--- config.mk ---
export PLATFORM = sky130hd
export DESIGN_NAME = alu_core_stage_flat
export DESIGN_NICKNAME = d
export VERILOG_FILES = /design/src/rtl/alu_pkg.sv /design/src/rtl/alu_core_stage_if.sv /design/src/rtl/alu_addsub8.sv /design/src/rtl/alu_core_stage.sv /design/src/flat_wrapper.sv
export SDC_FILE = /design/constraint.sdc
export NUM_CORES = 1
export LEC_CHECK = 0
export CORE_ASPECT_RATIO = 0.75
export CORE_MARGIN = 2
export CORE_UTILIZATION = 50
export CTS_CLUSTER_DIAMETER = 60
export CTS_CLUSTER_SIZE = 20
export DETAILED_ROUTE_END_ITERATION = 10
export GPL_ROUTABILITY_DRIVEN = 0
export PLACE_DENSITY_LB_ADDON = 0.2
export SLEW_MARGIN = 20
export SYNTH_ARGS = -nofsm -noshare
export SYNTH_HDL_FRONTEND = slang
export SYNTH_SLANG_ARGS = --single-unit
--- constraint.sdc ---
create_clock -name AluClock -period 8.2 [get_ports AluClock]
set_input_delay 1.23 -clock AluClock [delete_from_list [all_inputs] [get_ports AluClock]]
set_output_delay 1.23 -clock AluClock [all_outputs]
set_load 0.03 [all_outputs]
--- src/rtl/alu_pkg.sv ---
// Shared definitions for the two-stage ALU: datapath width, op codes,
// the flag register layout and small op-classification helpers.
package alu_pkg;

  // Datapath width; the LHS stage and adder are fixed at 8 bits.
  localparam int ALU_W = 8;

  // Op codes carried on AluOp.
  localparam logic [3:0] ALU_OP_PASSL = 4'h0;
  localparam logic [3:0] ALU_OP_ADD   = 4'h1;
  localparam logic [3:0] ALU_OP_ADC   = 4'h2;
  localparam logic [3:0] ALU_OP_SUB   = 4'h3;
  localparam logic [3:0] ALU_OP_SBC   = 4'h4;
  localparam logic [3:0] ALU_OP_AND   = 4'h5;
  localparam logic [3:0] ALU_OP_OR    = 4'h6;
  localparam logic [3:0] ALU_OP_XOR   = 4'h7;
  localparam logic [3:0] ALU_OP_NOTL  = 4'h8;
  localparam logic [3:0] ALU_OP_PASSR = 4'h9;
  localparam logic [3:0] ALU_OP_CMP   = 4'hA;
  localparam logic [3:0] ALU_OP_RSV_B = 4'hB;
  localparam logic [3:0] ALU_OP_RSV_C = 4'hC;
  localparam logic [3:0] ALU_OP_RSV_D = 4'hD;
  localparam logic [3:0] ALU_OP_RSV_E = 4'hE;
  localparam logic [3:0] ALU_OP_RSV_F = 4'hF;

  // Flag register: carry, zero, negative, overflow.
  typedef struct packed {
    logic c;
    logic z;
    logic n;
    logic v;
  } alu_flags_t;

  // Codes above CMP are reserved and must leave all state untouched.
  function automatic logic alu_op_reserved(input logic [3:0] op);
    return (op > ALU_OP_CMP);
  endfunction

  // Ops that run the adder in subtract mode (b inverted).
  function automatic logic alu_op_is_sub(input logic [3:0] op);
    return (op == ALU_OP_SUB) || (op == ALU_OP_SBC) || (op == ALU_OP_CMP);
  endfunction

endpackage

--- src/rtl/alu_core_stage_if.sv ---
// Bus between the LHS shift stage / issue logic and the ALU core stage.
// Valid/ready note: there is no ready; the core accepts one op per cycle
// unconditionally. OpValid qualifies AluOp, RHS and FlagsWe in the cycle they
// are presented; ResultValid marks the single cycle in which Result holds a
// newly retired op. Shift/LCarryOut are the LHS stage's registered outputs
// and line up with the op one cycle after AluOp was presented.
interface alu_core_stage_if;
  import alu_pkg::*;

  logic [ALU_W-1:0] Shift;
  logic             LCarryOut;
  logic [ALU_W-1:0] RHS;
  logic [3:0]       AluOp;
  logic             OpValid;
  logic             FlagsWe;
  logic [ALU_W-1:0] Result;
  logic             ResultValid;
  logic             FlagC;
  logic             FlagZ;
  logic             FlagN;
  logic             FlagV;
  logic             LCarryIn;

  // Issue side: the LHS stage and op sequencer.
  modport master (
    output Shift, LCarryOut, RHS, AluOp, OpValid, FlagsWe,
    input  Result, ResultValid, FlagC, FlagZ, FlagN, FlagV, LCarryIn
  );

  // The ALU core stage itself.
  modport slave (
    input  Shift, LCarryOut, RHS, AluOp, OpValid, FlagsWe,
    output Result, ResultValid, FlagC, FlagZ, FlagN, FlagV, LCarryIn
  );

endinterface

--- src/rtl/alu_addsub8.sv ---
// 8-bit adder/subtractor shared by ADD, ADC, SUB, SBC and CMP.
// Subtraction is a + ~b + cin, so cout=1 means "no borrow". Overflow is
// judged on the effective (possibly inverted) b operand.
module alu_addsub8 (
  input  logic [7:0] a,
  input  logic [7:0] b,
  input  logic       cin,
  input  logic       sub,
  output logic [7:0] sum,
  output logic       cout,
  output logic       ovf
);

  logic [7:0] b_eff;
  logic [8:0] total;

  // Invert b for subtract ops and form the 9-bit sum.
  always_comb begin
    b_eff = sub ? ~b : b;
    total = {1'b0, a} + {1'b0, b_eff} + {8'd0, cin};
  end

  assign sum  = total[7:0];
  assign cout = total[8];
  assign ovf  = (a[7] == b_eff[7]) & (sum[7] != a[7]);

endmodule

--- src/rtl/alu_core_stage.sv ---
// Second ALU stage: registers the op controls, combines the LHS stage's
// registered Shift/LCarryOut with the RHS operand and retires Result plus the
// C/Z/N/V flag register one edge later (two edges after the op is presented).
// Optional feature macro: ALU_FLAG_BYPASS_EN -- when defined, LCarryIn forwards
// the carry being produced by the op currently in flight instead of waiting
// for it to land in FlagC.
module alu_core_stage
  import alu_pkg::*;
#(
  parameter int WIDTH = ALU_W
) (
  input logic           AluClock,
  input logic           Reset,
  alu_core_stage_if.slave bus
);

  // Control registers captured at E1, alongside the LHS stage's Shift.
  logic [3:0]       op_q;
  logic [WIDTH-1:0] rhs_q;
  logic             v_q;
  logic             we_q;

  // Retired state.
  logic [WIDTH-1:0] result_q;
  logic             result_valid_q;
  alu_flags_t       flags_q;

  // Compute-cycle signals.
  logic [WIDTH-1:0] res;
  logic             res_wr;
  logic             flag_wr;
  alu_flags_t       next_flags;

  logic [WIDTH-1:0] as_sum;
  logic             as_cout;
  logic             as_ovf;
  logic             as_cin;
  logic             as_sub;

  // Capture the op controls; reset drops whatever was about to enter compute.
  always_ff @(posedge AluClock) begin
    if (Reset) begin
      op_q  <= ALU_OP_PASSL;
      rhs_q <= '0;
      v_q   <= 1'b0;
      we_q  <= 1'b0;
    end else begin
      op_q  <= bus.AluOp;
      rhs_q <= bus.RHS;
      v_q   <= bus.OpValid;
      we_q  <= bus.FlagsWe;
    end
  end

  // Carry-in selection: plain ADD has none, SUB/CMP use 1 (two's complement),
  // ADC/SBC chain the carry currently held in FlagC.
  always_comb begin
    as_sub = alu_op_is_sub(op_q);
    as_cin = 1'b0;
    case (op_q)
      ALU_OP_ADD:             as_cin = 1'b0;
      ALU_OP_SUB, ALU_OP_CMP: as_cin = 1'b1;
      ALU_OP_ADC, ALU_OP_SBC: as_cin = flags_q.c;
      default:                as_cin = 1'b0;
    endcase
  end

  alu_addsub8 u_addsub (
    .a    (bus.Shift),
    .b    (rhs_q),
    .cin  (as_cin),
    .sub  (as_sub),
    .sum  (as_sum),
    .cout (as_cout),
    .ovf  (as_ovf)
  );

  // Op decode: pick the result and the candidate flag values for this op.
  // PASSL and the logic ops take C from the LHS shift-out and clear V.
  always_comb begin
    res          = result_q;
    res_wr       = 1'b0;
    flag_wr      = 1'b0;
    next_flags   = flags_q;
    case (op_q)
      ALU_OP_PASSL: begin
        res          = bus.Shift;
        res_wr       = 1'b1;
        flag_wr      = 1'b1;
        next_flags.c = bus.LCarryOut;
        next_flags.v = 1'b0;
      end
      ALU_OP_ADD, ALU_OP_ADC, ALU_OP_SUB, ALU_OP_SBC: begin
        res          = as_sum;
        res_wr       = 1'b1;
        flag_wr      = 1'b1;
        next_flags.c = as_cout;
        next_flags.v = as_ovf;
      end
      ALU_OP_CMP: begin
        // Flags as SUB, but Result is left alone.
        res          = as_sum;
        res_wr       = 1'b0;
        flag_wr      = 1'b1;
        next_flags.c = as_cout;
        next_flags.v = as_ovf;
      end
      ALU_OP_AND, ALU_OP_OR, ALU_OP_XOR, ALU_OP_NOTL, ALU_OP_PASSR: begin
        case (op_q)
          ALU_OP_AND:  res = bus.Shift & rhs_q;
          ALU_OP_OR:   res = bus.Shift | rhs_q;
          ALU_OP_XOR:  res = bus.Shift ^ rhs_q;
          ALU_OP_NOTL: res = ~bus.Shift;
          default:     res = rhs_q;
        endcase
        res_wr       = 1'b1;
        flag_wr      = 1'b1;
        next_flags.c = bus.LCarryOut;
        next_flags.v = 1'b0;
      end
      default: begin
        // Reserved codes: no result, no flag update.
        res_wr  = 1'b0;
        flag_wr = 1'b0;
      end
    endcase
    next_flags.z = (res == '0);
    next_flags.n = res[WIDTH-1];
  end

  // Retire at E2: Result only moves for result-writing ops, flags only when
  // the op asked for it and is not reserved.
  always_ff @(posedge AluClock) begin
    if (Reset) begin
      result_q       <= '0;
      result_valid_q <= 1'b0;
      flags_q        <= '0;
    end else begin
      result_valid_q <= v_q & res_wr;
      if (v_q && res_wr) begin
        result_q <= res;
      end
      if (v_q && we_q && flag_wr) begin
        flags_q <= next_flags;
      end
    end
  end

  assign bus.Result      = result_q;
  assign bus.ResultValid = result_valid_q;
  assign bus.FlagC       = flags_q.c;
  assign bus.FlagZ       = flags_q.z;
  assign bus.FlagN       = flags_q.n;
  assign bus.FlagV       = flags_q.v;

`ifdef ALU_FLAG_BYPASS_EN
  // Forward the carry of the op being retired this cycle so the LHS stage
  // can rotate through it without a bubble.
  assign bus.LCarryIn = (v_q & we_q & flag_wr) ? next_flags.c : flags_q.c;
`else
  // Registered carry only; a carry-setting op needs one bubble before a
  // dependent rotate-through-carry.
  assign bus.LCarryIn = flags_q.c;
`endif

endmodule

--- src/flat_wrapper.sv ---
// flat-port wrapper written by rule: the top's interface ports become plain ports
module alu_core_stage_flat import alu_pkg::*;
#(
  parameter int WIDTH = ALU_W
)
  (AluClock, Reset, bus_Shift, bus_LCarryOut, bus_RHS, bus_AluOp, bus_OpValid, bus_FlagsWe, bus_Result, bus_ResultValid, bus_FlagC, bus_FlagZ, bus_FlagN, bus_FlagV, bus_LCarryIn);
  alu_core_stage_if bus_i ();
  input logic AluClock;
  input logic Reset;
  input wire logic [$bits(bus_i.Shift)-1:0] bus_Shift;
  input wire logic [$bits(bus_i.LCarryOut)-1:0] bus_LCarryOut;
  input wire logic [$bits(bus_i.RHS)-1:0] bus_RHS;
  input wire logic [$bits(bus_i.AluOp)-1:0] bus_AluOp;
  input wire logic [$bits(bus_i.OpValid)-1:0] bus_OpValid;
  input wire logic [$bits(bus_i.FlagsWe)-1:0] bus_FlagsWe;
  output wire logic [$bits(bus_i.Result)-1:0] bus_Result;
  output wire logic [$bits(bus_i.ResultValid)-1:0] bus_ResultValid;
  output wire logic [$bits(bus_i.FlagC)-1:0] bus_FlagC;
  output wire logic [$bits(bus_i.FlagZ)-1:0] bus_FlagZ;
  output wire logic [$bits(bus_i.FlagN)-1:0] bus_FlagN;
  output wire logic [$bits(bus_i.FlagV)-1:0] bus_FlagV;
  output wire logic [$bits(bus_i.LCarryIn)-1:0] bus_LCarryIn;
  assign bus_i.Shift = bus_Shift;
  assign bus_i.LCarryOut = bus_LCarryOut;
  assign bus_i.RHS = bus_RHS;
  assign bus_i.AluOp = bus_AluOp;
  assign bus_i.OpValid = bus_OpValid;
  assign bus_i.FlagsWe = bus_FlagsWe;
  assign bus_Result = bus_i.Result;
  assign bus_ResultValid = bus_i.ResultValid;
  assign bus_FlagC = bus_i.FlagC;
  assign bus_FlagZ = bus_i.FlagZ;
  assign bus_FlagN = bus_i.FlagN;
  assign bus_FlagV = bus_i.FlagV;
  assign bus_LCarryIn = bus_i.LCarryIn;
  alu_core_stage #(.WIDTH(WIDTH)) u_core (.AluClock(AluClock), .Reset(Reset), .bus(bus_i));
endmodule
==> results by group, run 1 <==
Status
  • Status: completed

Min path
  • Hold Crit Start: u_core.bus.FlagN$_SDFFE_PP0P_
  • Worst Hold Depth: 2
  • Hold Path Class: reg -> reg
  • Hold Crit Endpoint: u_core.bus.FlagN$_SDFFE_PP0P_

Synth
  • Cell variety after synth: 53
  • Post-Syn Nets: 340
  • Synth area leader: dfxtp_1
  • Post-synth EDFFs: 0
  • Mapped cell area: 2320 um^2
  • Yosys warns: 0
  • Syn Area/Cell: 8.02 um^2
  • Primary FF master, synth: dfxtp_1
  • Syn Inst Count: just under 300
  • Post-synth ARST share: 0%
  • Register area share after synthesis: a little under a quarter
  • Yosys top cell area share: 23.3%
  • Yosys reg bits: 27
  • Synth top area cells: dfxtp_1, ha_1, nor2b_1

Finish
  • Post-route cell area: roughly 2700 um^2
  • Layout cells sized above 1: between 6 and 7%
  • Commonest non-fill, non-tap cell in the layout: clkdlybuf4s50_1
  • Most frequent cells in the layout: clkdlybuf4s50_1, dfxtp_1, nor2_1, ha_1
  • Core Util, Final: 60.9%
  • Fillcell total: roughly 400
  • Antenna cells: 0
  • Area Overhead vs Synth: 17.1%
  • Fin nets: ~370

Floorplanning
  • Die area: about 5200 um^2
  • Starting Density: 52.0%
  • Die width: just over 80 um
  • CORE AREA: around 4500 um^2
  • Die Y: 63.1 um
  • Top Ports: 39
  • Standard-cell rows: 21

Detailed routing
  • DR iter-0 viols: 190
  • DRC: 0
  • Wire per inst: approximately 16 um
  • Total length of routed wires: about 5.8 mm
  • DR vias/cell: slightly below 6
  • Drt pass-1 iters: 4
  • Vias: between 2,000 and 2,500
  • ANT nets after route: 0

Power
  • Leak pwr: approximately 1.1 nW
  • Worst vdd ir: 119 uV
  • PwrDens: 135 nW/um^2
  • Total design power: ~0.37 mW

CTS
  • Clock transition at path regs: ~0.10 ns
  • Cts repair resizes: 0
  • Clk buf depth: 2
  • Setup Fix Bufs, Post-CTS: 0
  • TritonCTS Sinks: 27
  • # hold bufs at CTS: 0
  • Clk_lat worst skew: approximately 0.28 ns
  • CTS tree: built
  • H-tree levels: 1
  • Clk root buf: clkbuf_8
  • Total CTS buffers: 3

Critical path
  • Most common cell on crit path: fa_1
  • Max incr delay on CP: ~1.0 ns
  • WP data required: between 8 and 9 ns
  • Reg2Reg Depth: 12
  • Stages on worst setup path: 12
  • CP Cell Sequence: nor2_4, a22oi_2, xnor2_1, fa_1, fa_1, a211oi_1, nor2_1, o22ai_1, xor2_1, o211ai_1, and3b_1, a31o_1
  • WP data arrival: 4.45 ns
  • Slowest library cell on the worst path: dfxtp_1
  • Buf/Inv on CP: 0
  • Worst reg2reg path startpoint: u_core.op_q[0]$_SDFF_PP0_
  • CP delay by family, top: compound AO/OA/AOI/OAI gates
  • Reg-to-reg slack, setup: roughly 3.9 ns
  • Crit end category: flip-flop
  • Crit Path Class: reg -> reg
  • Crit-path max FO: 32
  • CP Launch Type: flip-flop
  • Reg-to-Reg End: u_core.bus.FlagZ$_SDFFE_PP0P_

Global routing
  • Antenna violations before repair: 0
  • Vias in the first global route: about 2,000
  • Gr ovfl total: 0
  • GR Util All Layers: between 20% and 30%
  • First-pass GRT wire length: just under 10 mm
  • Largest net degree at the start of global routing: 33

STA
  • Slew HR: 31.3%
  • Final setup viols: 0
  • Fmax: 235 MHz
  • Fin crit period: 4.26 ns
  • RSZ-0062 raised after global routing: no
  • Fin Setup TNS: 0 ns
  • Max-slew violations: 0
  • Fin crit share: about half
  • Final Skew: between 0.007 and 0.008 ns
  • Slew @ Worst Pin: 1.03 ns
  • Fin. Hold Viols: 0

Place
  • Post-DP HPWL: 4.23 mm
  • I/O Buffers: 38
  • DP Area: 2680 um^2

Job
  • Max-cap violations: 0
## state kept, by name, indices dropped and copies added, names as in the netlist
register,flops
u_core.we_q,1
u_core.v_q,1
u_core.rhs_q,8
u_core.bus.ResultValid,1
u_core.bus.FlagZ,1
u_core.bus.FlagV,1
u_core.bus.FlagN,1
u_core.bus.FlagC,1
u_core.op_q,4
u_core.bus.Result,8
## layer usage
metal  vias to the layer above  track usage, %  part of all wire [%]
met3                         8            4.58                   8.6
met4                         0            5.53                   1.3
met5                         -               0                     0
li1                       1072               -                     -
met2                        97            35.1                    44
met1                      1025            36.0                    46
## cell families after synthesis
logic type / after synthesis / synth area share [%]
buffers and inverters: 38 / 7.70
flip-flops: 27 / 23.3
multiplexers: 4 / 1.72
AO/OA/AOI/OAI: 86 / 25.7
AND/OR/NAND/NOR: 95 / 21.9
adder cells (fa/ha/maj): 25 / 14.1
XOR/XNOR: 15 / 5.65
## power breakdown
part           leakage, nW  total (mW)  switching, mW  internal, mW
sequential           0.223       0.150         0.0115         0.138
combinational        0.844       0.138         0.0741        0.0637
clock               0.0228      0.0798         0.0449        0.0350
## cells in the mapped netlist (5+ instances only)
master / number
nand3_1: 8
nand2b_1: 5
xnor2_1: 11
ha_1: 23
a21oi_1: 17
nor2_1: 23
clkbuf_1: 6
inv_1: 19
a32oi_1: 5
a211oi_1: 7
nand2_1: 20
nor2b_1: 19
buf_2: 7
a22oi_1: 5
o21ai_0: 20
dfxtp_1: 27
## worst max path at each step
stage,start,to
2_1_floorplan,u_core.op_q[0]$_SDFF_PP0_,u_core.bus.FlagZ$_SDFFE_PP0P_
3_3_place_gp,u_core.op_q[0]$_SDFF_PP0_,u_core.bus.FlagZ$_SDFFE_PP0P_
3_5_place_dp,u_core.op_q[0]$_SDFF_PP0_,u_core.bus.FlagZ$_SDFFE_PP0P_
4_1_cts,u_core.op_q[0]$_SDFF_PP0_,u_core.bus.FlagZ$_SDFFE_PP0P_
5_1_grt,u_core.op_q[0]$_SDFF_PP0_,u_core.bus.FlagZ$_SDFFE_PP0P_
6_report,u_core.op_q[0]$_SDFF_PP0_,u_core.bus.FlagZ$_SDFFE_PP0P_
## worst reg2reg max path, delay by kind of cell (launching register included)
| family | cells | cell delay [ns] |
|---|---|---|
| flops | 1 | 1.01 |
| fa+ha+maj | 2 | 0.89 |
| simple gates | 3 | 0.58 |
| compound gates | 5 | 1.43 |
| xor+xnor | 2 | 0.27 |
## layout make-up
cell class	count	area (um^2)	share of cell area, %
Multi-Input combinational cell	225	1610	59.0
Sequential cell	27	541	19.9
Inverter	19	71.3	2.62
Clock buffer	4	45.0	1.66
Tap cell	57	71.3	2.62
Timing Repair Buffer	39	388	14.3
## through the flow
stage	instances	setup slack, ns	hold WS [ns]
6_report	371	3.94	0.509
5_1_grt	371	3.63	0.553
4_1_cts	371	4.03	0.513
3_5_place_dp	367	4.03	0.497
3_3_place_gp	367	4.16	0.478
2_1_floorplan	290	4.78	0.552
No activity file was read; power rests on OpenSTA's default activity.
==> run 2, diff against run 1 <==
==> constraint.sdc (replaced) <==
create_clock -name AluClock -period 4.3 [get_ports AluClock]
set_input_delay 0.645 -clock AluClock [delete_from_list [all_inputs] [get_ports AluClock]]
set_output_delay 0.645 -clock AluClock [all_outputs]
set_load 0.03 [all_outputs]
==> run 2 against run 1 <==
Effect of this change: non-clock buffer count grew 3; core utilization grew 0.50 points; cell area is 0.83% higher; clock-buffer cell count unchanged; worst setup slack got worse by 3.4 ns.
==> results by group, run 2 (synthesized netlist as in run 1, its figures left out) <==
CTS
  • Setup Fix Bufs, Post-CTS: 0
  • H-tree levels: 1
  • Clk_lat worst skew: about 0.28 ns
  • Total CTS buffers: 3
  • Cts repair resizes: 0
  • TritonCTS Sinks: 27
  • CTS tree: built
  • Clk root buf: clkbuf_8
  • Clock transition at path regs: roughly 0.090 ns
  • # hold bufs at CTS: 0
  • Clk buf depth: 2

Global routing
  • Antenna violations before repair: 0
  • Gr ovfl total: 0
  • Vias in the first global route: around 2,000
  • First-pass GRT wire length: 9.78 mm
  • Largest net degree at the start of global routing: 22
  • GR Util All Layers: roughly a quarter

Critical path
  • Crit end category: flip-flop
  • Most common cell on crit path: fa_1
  • Critical Path Start: u_core.op_q[3]$_SDFF_PP0_
  • Worst reg2reg path startpoint: u_core.op_q[3]$_SDFF_PP0_
  • Reg-to-reg slack, setup: around 0.52 ns
  • CP Cell Sequence: and2b_4, a22oi_2, xnor2_1, fa_1, fa_1, a211oi_1, nor2_1, o22ai_1, xor2_1, o211ai_1, and3b_1, a31o_1
  • Worst Setup EP: u_core.bus.FlagZ$_SDFFE_PP0P_
  • Crit Path Class: reg -> reg
  • Max incr delay on CP: roughly 0.59 ns
  • Reg-to-Reg End: u_core.bus.FlagZ$_SDFFE_PP0P_
  • CP Launch Type: flip-flop
  • WP data arrival: about 4.0 ns
  • WP data required: 4.48 ns
  • Reg2Reg Depth: 12
  • Slowest library cell on the worst path: dfxtp_1
  • Crit-path max FO: 14

Place
  • DP Area: 2700 um^2
  • Post-DP HPWL: 4.46 mm
  • I/O Buffers: 38
  • Dpl cells: 370

STA
  • Final Skew: ~0.0056 ns
  • Fin crit share: around 88%
  • Fin Setup TNS: 0 ns
  • Slew @ Worst Pin: between 0.7 and 0.8 ns
  • Final setup viols: 0
  • RSZ-0062 raised after global routing: no
  • Slew HR: between 40 and 50%
  • Fmax: between 200 and 300 MHz
  • Fin. Hold Viols: 0
  • Fin crit period: ~3.8 ns
  • Max-slew violations: 0

Floorplanning
  • Die Y: approximately 63 um
  • Standard-cell rows: 21
  • Die width: 82.7 um
  • CORE AREA: approximately 4500 um^2
  • Die area: 5220 um^2
  • Starting Density: 52.0%
  • Top Ports: 39

Power
  • Leak pwr: 1.11 nW
  • PwrDens: 255 nW/um^2
  • Worst vdd ir: 165 uV

Detailed routing
  • Drt pass-1 iters: 5
  • DR iter-0 viols: 165
  • DRC: 0
  • Total length of routed wires: a little under 6 mm
  • Vias: roughly 2,100
  • DR vias/cell: about 5.7
  • ANT nets after route: 0
  • Wire per inst: between 15 and 20 um

Status
  • Status: completed

Finish
  • Area Overhead vs Synth: 18.0%
  • Area of the multi-input gates: 1610 um^2
  • Post-route cell area: 2740 um^2
  • Antenna cells: 0
  • Commonest non-fill, non-tap cell in the layout: clkdlybuf4s50_1
  • Flip-flop and latch area: approximately 540 um^2
  • Most frequent cells in the layout: clkdlybuf4s50_1, dfxtp_1, nor2_1, ha_1
  • Layout cells sized above 1: ~7%
  • Fin nets: between 300 and 400
  • Layout Cells excl Fill: ~370
  • Fillcell total: about 400

Min path
  • Hold Path Class: reg -> reg

Job
  • Max-cap violations: 0
## run 2: cell types whose count changed in the layout (fill, tap and decap cells not counted), sizes merged
| cell | before | now |
|---|---|---|
| buf | 1 | 4 |
## run 2: critical path, delay by kind of cell, from the launching register on
kind / cells / cell delay [ns]
adder cells (fa/ha/maj): 2 / 0.89
AO/OA/AOI/OAI: 5 / 1.33
flip-flops: 1 / 0.59
XOR/XNOR: 2 / 0.26
AND/OR/NAND/NOR: 3 / 0.62
## run 2: cell type report
type / instances / area share [%]
clock buffers: 4 / 1.64
inverters: 19 / 2.60
multi-input cells: 225 / 58.5
flip-flops and latches: 27 / 19.7
well taps: 57 / 2.60
repair buffers: 42 / 15.0
## run 2: power by group
| group | total (mW) | internal [mW] | leakage, nW | switching [mW] |
|---|---|---|---|---|
| Combinational | 0.269 | 0.123 | 0.860 | 0.146 |
| Sequential | 0.282 | 0.264 | 0.223 | 0.0180 |
| Clock | 0.148 | 0.0665 | 0.0228 | 0.0812 |
| Total | 0.699 | 0.454 | 1.11 | 0.246 |
## run 2: worst min path at each step
stage	slack, ns	cells after the start	to	start
after global routing	0.55	2	u_core.bus.Result[4]$_SDFFE_PP0P_	u_core.bus.Result[4]$_SDFFE_PP0P_
after floorplan	0.55	4	u_core.bus.FlagN$_SDFFE_PP0P_	u_core.we_q$_SDFF_PP0_
final	0.51	2	u_core.bus.Result[4]$_SDFFE_PP0P_	u_core.bus.Result[4]$_SDFFE_PP0P_
after detailed placement	0.50	2	u_core.bus.Result[4]$_SDFFE_PP0P_	u_core.bus.Result[4]$_SDFFE_PP0P_
after CTS	0.52	2	u_core.bus.Result[4]$_SDFFE_PP0P_	u_core.bus.Result[4]$_SDFFE_PP0P_
after global placement	0.49	2	u_core.bus.FlagN$_SDFFE_PP0P_	u_core.bus.FlagN$_SDFFE_PP0P_
## run 2: routing by layer
metal | part of all wire (%) | up-vias | track usage (%)
met2 | 43 | 79 | 34.9
met3 | 7.1 | 8 | 5.44
met1 | 48 | 982 | 36.1
met5 | 0 | - | 0
met4 | 1.2 | 0 | 5.12
li1 | - | 1078 | -
## run 2: metrics by stage
step                setup slack [ns]  total power, mW  hold slack (ns)  util, %
finish                         0.524            0.699            0.511     61.4
global route                   0.321            0.746            0.551     61.4
CTS                            0.578            0.698            0.515     61.4
detailed placement             0.583            0.552            0.501     60.4
global placement               0.698            0.548            0.486     60.4
floorplan                      0.883            0.472            0.552        -
==> run 3, diff against run 2 <==
--- a/config.mk
+++ b/config.mk
@@ -13,6 +13,7 @@
 export DETAILED_ROUTE_END_ITERATION = 10
 export GPL_ROUTABILITY_DRIVEN = 0
 export PLACE_DENSITY_LB_ADDON = 0.2
+export RECOVER_POWER = 25
 export SLEW_MARGIN = 20
 export SYNTH_ARGS = -nofsm -noshare
 export SYNTH_HDL_FRONTEND = slang
==> run 3 against run 2 <==
Effect of this change: hold slack about the same; core utilization decreased by 0.084 points; flip-flop and latch count unchanged; combinational power about the same; critical path type unchanged; clock skew about the same; non-clock buffer count unchanged.
==> results by group, run 3 (synthesized netlist as in run 1, its figures left out) <==
Finish
  • Fillcell total: around 400
  • Area Overhead vs Synth: 17.9%
  • Area of the multi-input gates: 1610 um^2
  • Layout cells sized above 1: under 10%
  • Post-route cell area: roughly 2700 um^2
  • Commonest non-fill, non-tap cell in the layout: clkdlybuf4s50_1
  • Most frequent cells in the layout: clkdlybuf4s50_1, dfxtp_1, nor2_1, ha_1
  • Fin nets: 368
  • Antenna cells: 0
  • Layout Cells excl Fill: approximately 370
  • Core Util, Final: 61.3%
  • Flip-flop and latch area: approximately 540 um^2

STA
  • Fin crit period: 3.78 ns
  • Final setup viols: 0
  • Fin crit share: ~88%
  • Max-slew violations: 0
  • Worst Hold Slack: slightly above 0.5 ns
  • Slew @ Worst Pin: 0.811 ns
  • Fin. Hold Viols: 0
  • RSZ-0062 raised after global routing: no
  • Fin Setup TNS: 0 ns
  • Final worst-path setup slack: about 0.52 ns
  • Slew HR: a little under half
  • Fmax: around 260 MHz
  • Final Skew: between 0.005 and 0.006 ns

Detailed routing
  • DR iter-0 viols: between 150 and 200
  • Drt pass-1 iters: 5
  • DR vias/cell: about 5.7
  • Total length of routed wires: 5.83 mm
  • ANT nets after route: 0
  • DRC: 0
  • Vias: between 2,000 and 2,500
  • Wire per inst: approximately 16 um

Power
  • Sequential Power Share: between 40% and 50%
  • Total design power: approximately 0.7 mW
  • Clock share of power: a little over a fifth
  • Net switching power: ~0.25 mW
  • Switching Fraction: 35.2%
  • Worst vdd ir: roughly 160 uV
  • Leak pwr: between 1 and 1.5 nW
  • PwrDens: approximately 250 nW/um^2
  • Logic gate share of total power: between 30% and 40%
  • Internal power: ~0.45 mW

Floorplanning
  • Die Y: between 60 and 70 um
  • Die area: 5220 um^2
  • CORE AREA: ~4500 um^2
  • Top Ports: 39
  • Die width: just over 80 um
  • Starting Density: roughly 52%
  • Standard-cell rows: 21

Global routing
  • First-pass GRT wire length: just under 10 mm
  • Vias in the first global route: just over 2,000
  • Antenna violations before repair: 0
  • Largest net degree at the start of global routing: 22
  • Gr ovfl total: 0
  • GR Util All Layers: approximately a quarter

CTS
  • Clock transition at path regs: approximately 0.09 ns
  • Total CTS buffers: 3
  • TritonCTS Sinks: 27
  • CTS tree: built
  • Cts repair resizes: 0
  • Clk buf depth: 2
  • Clk_lat worst skew: 0.28 ns
  • Setup Fix Bufs, Post-CTS: 0
  • H-tree levels: 1
  • Clk root buf: clkbuf_8
  • # hold bufs at CTS: 0

Critical path
  • Most common cell on crit path: fa_1
  • WP data required: roughly 4.5 ns
  • Slowest library cell on the worst path: dfxtp_1
  • Max incr delay on CP: about 0.6 ns
  • Crit-path max FO: 14
  • CP Launch Type: flip-flop
  • WP data arrival: between 3 and 4 ns
  • Crit Path Class: reg -> reg
  • Crit end category: flip-flop
  • CP Cell Sequence: and2b_4, a22oi_2, xnor2_1, fa_1, fa_1, a211oi_1, nor2_1, o22ai_1, xor2_1, o211ai_1, and3b_1, a31o_1

Place
  • Post-DP HPWL: 4.46 mm
  • DP Area: 2700 um^2
  • Pre-CTS setup slack: 0.583 ns
  • I/O Buffers: 38
  • Dpl cells: 370

Status
  • Status: completed

Min path
  • Hold Path Class: reg -> reg

Job
  • Max-cap violations: 0
## run 3: final cells by class
cell class,count,share of cell area (%)
inverter,19,2.60
timing repair buffer,42,14.8
multi-input combinational,225,58.6
clock buffer,4,1.64
sequential,27,19.7
tap,57,2.60
## run 3: path summary, 6_finish.rpt
kind                                     start                           endpoint  slack, ns  cells after the start
max                  u_core.op_q[3]$_SDFF_PP0_      u_core.bus.FlagZ$_SDFFE_PP0P_       0.52                     12
min          u_core.bus.Result[4]$_SDFFE_PP0P_  u_core.bus.Result[4]$_SDFFE_PP0P_       0.51                      2
max reg2reg          u_core.op_q[3]$_SDFF_PP0_      u_core.bus.FlagZ$_SDFFE_PP0P_       0.52                     12
min reg2reg  u_core.bus.Result[4]$_SDFFE_PP0P_  u_core.bus.Result[4]$_SDFFE_PP0P_       0.51                      2
## run 3: critical path: cells and delay by family, from the launching register on
| kind | cells | cell delay [ns] |
|---|---|---|
| AO/OA/AOI/OAI | 5 | 1.33 |
| flip-flops | 1 | 0.59 |
| adder cells (fa/ha/maj) | 2 | 0.89 |
| AND/OR/NAND/NOR | 3 | 0.62 |
| XOR/XNOR | 2 | 0.26 |
## run 3: power by group through the flow
stage	Sequential (mW)	Clock, mW	Combinational (mW)
detailed placement	0.287	0	0.265
finish	0.282	0.148	0.269
global route	0.284	0.166	0.295
floorplan	0.293	0	0.179
global placement	0.287	0	0.261
CTS	0.282	0.150	0.266
## run 3: layer usage
layer / up-vias / track usage (%) / part of all wire [%]
met1: 983 / 36.1 / 48
met4: 0 / 5.12 / 1.2
met5: - / 0 / 0
met3: 8 / 5.44 / 7.1
li1: 1078 / - / -
met2: 79 / 34.9 / 43
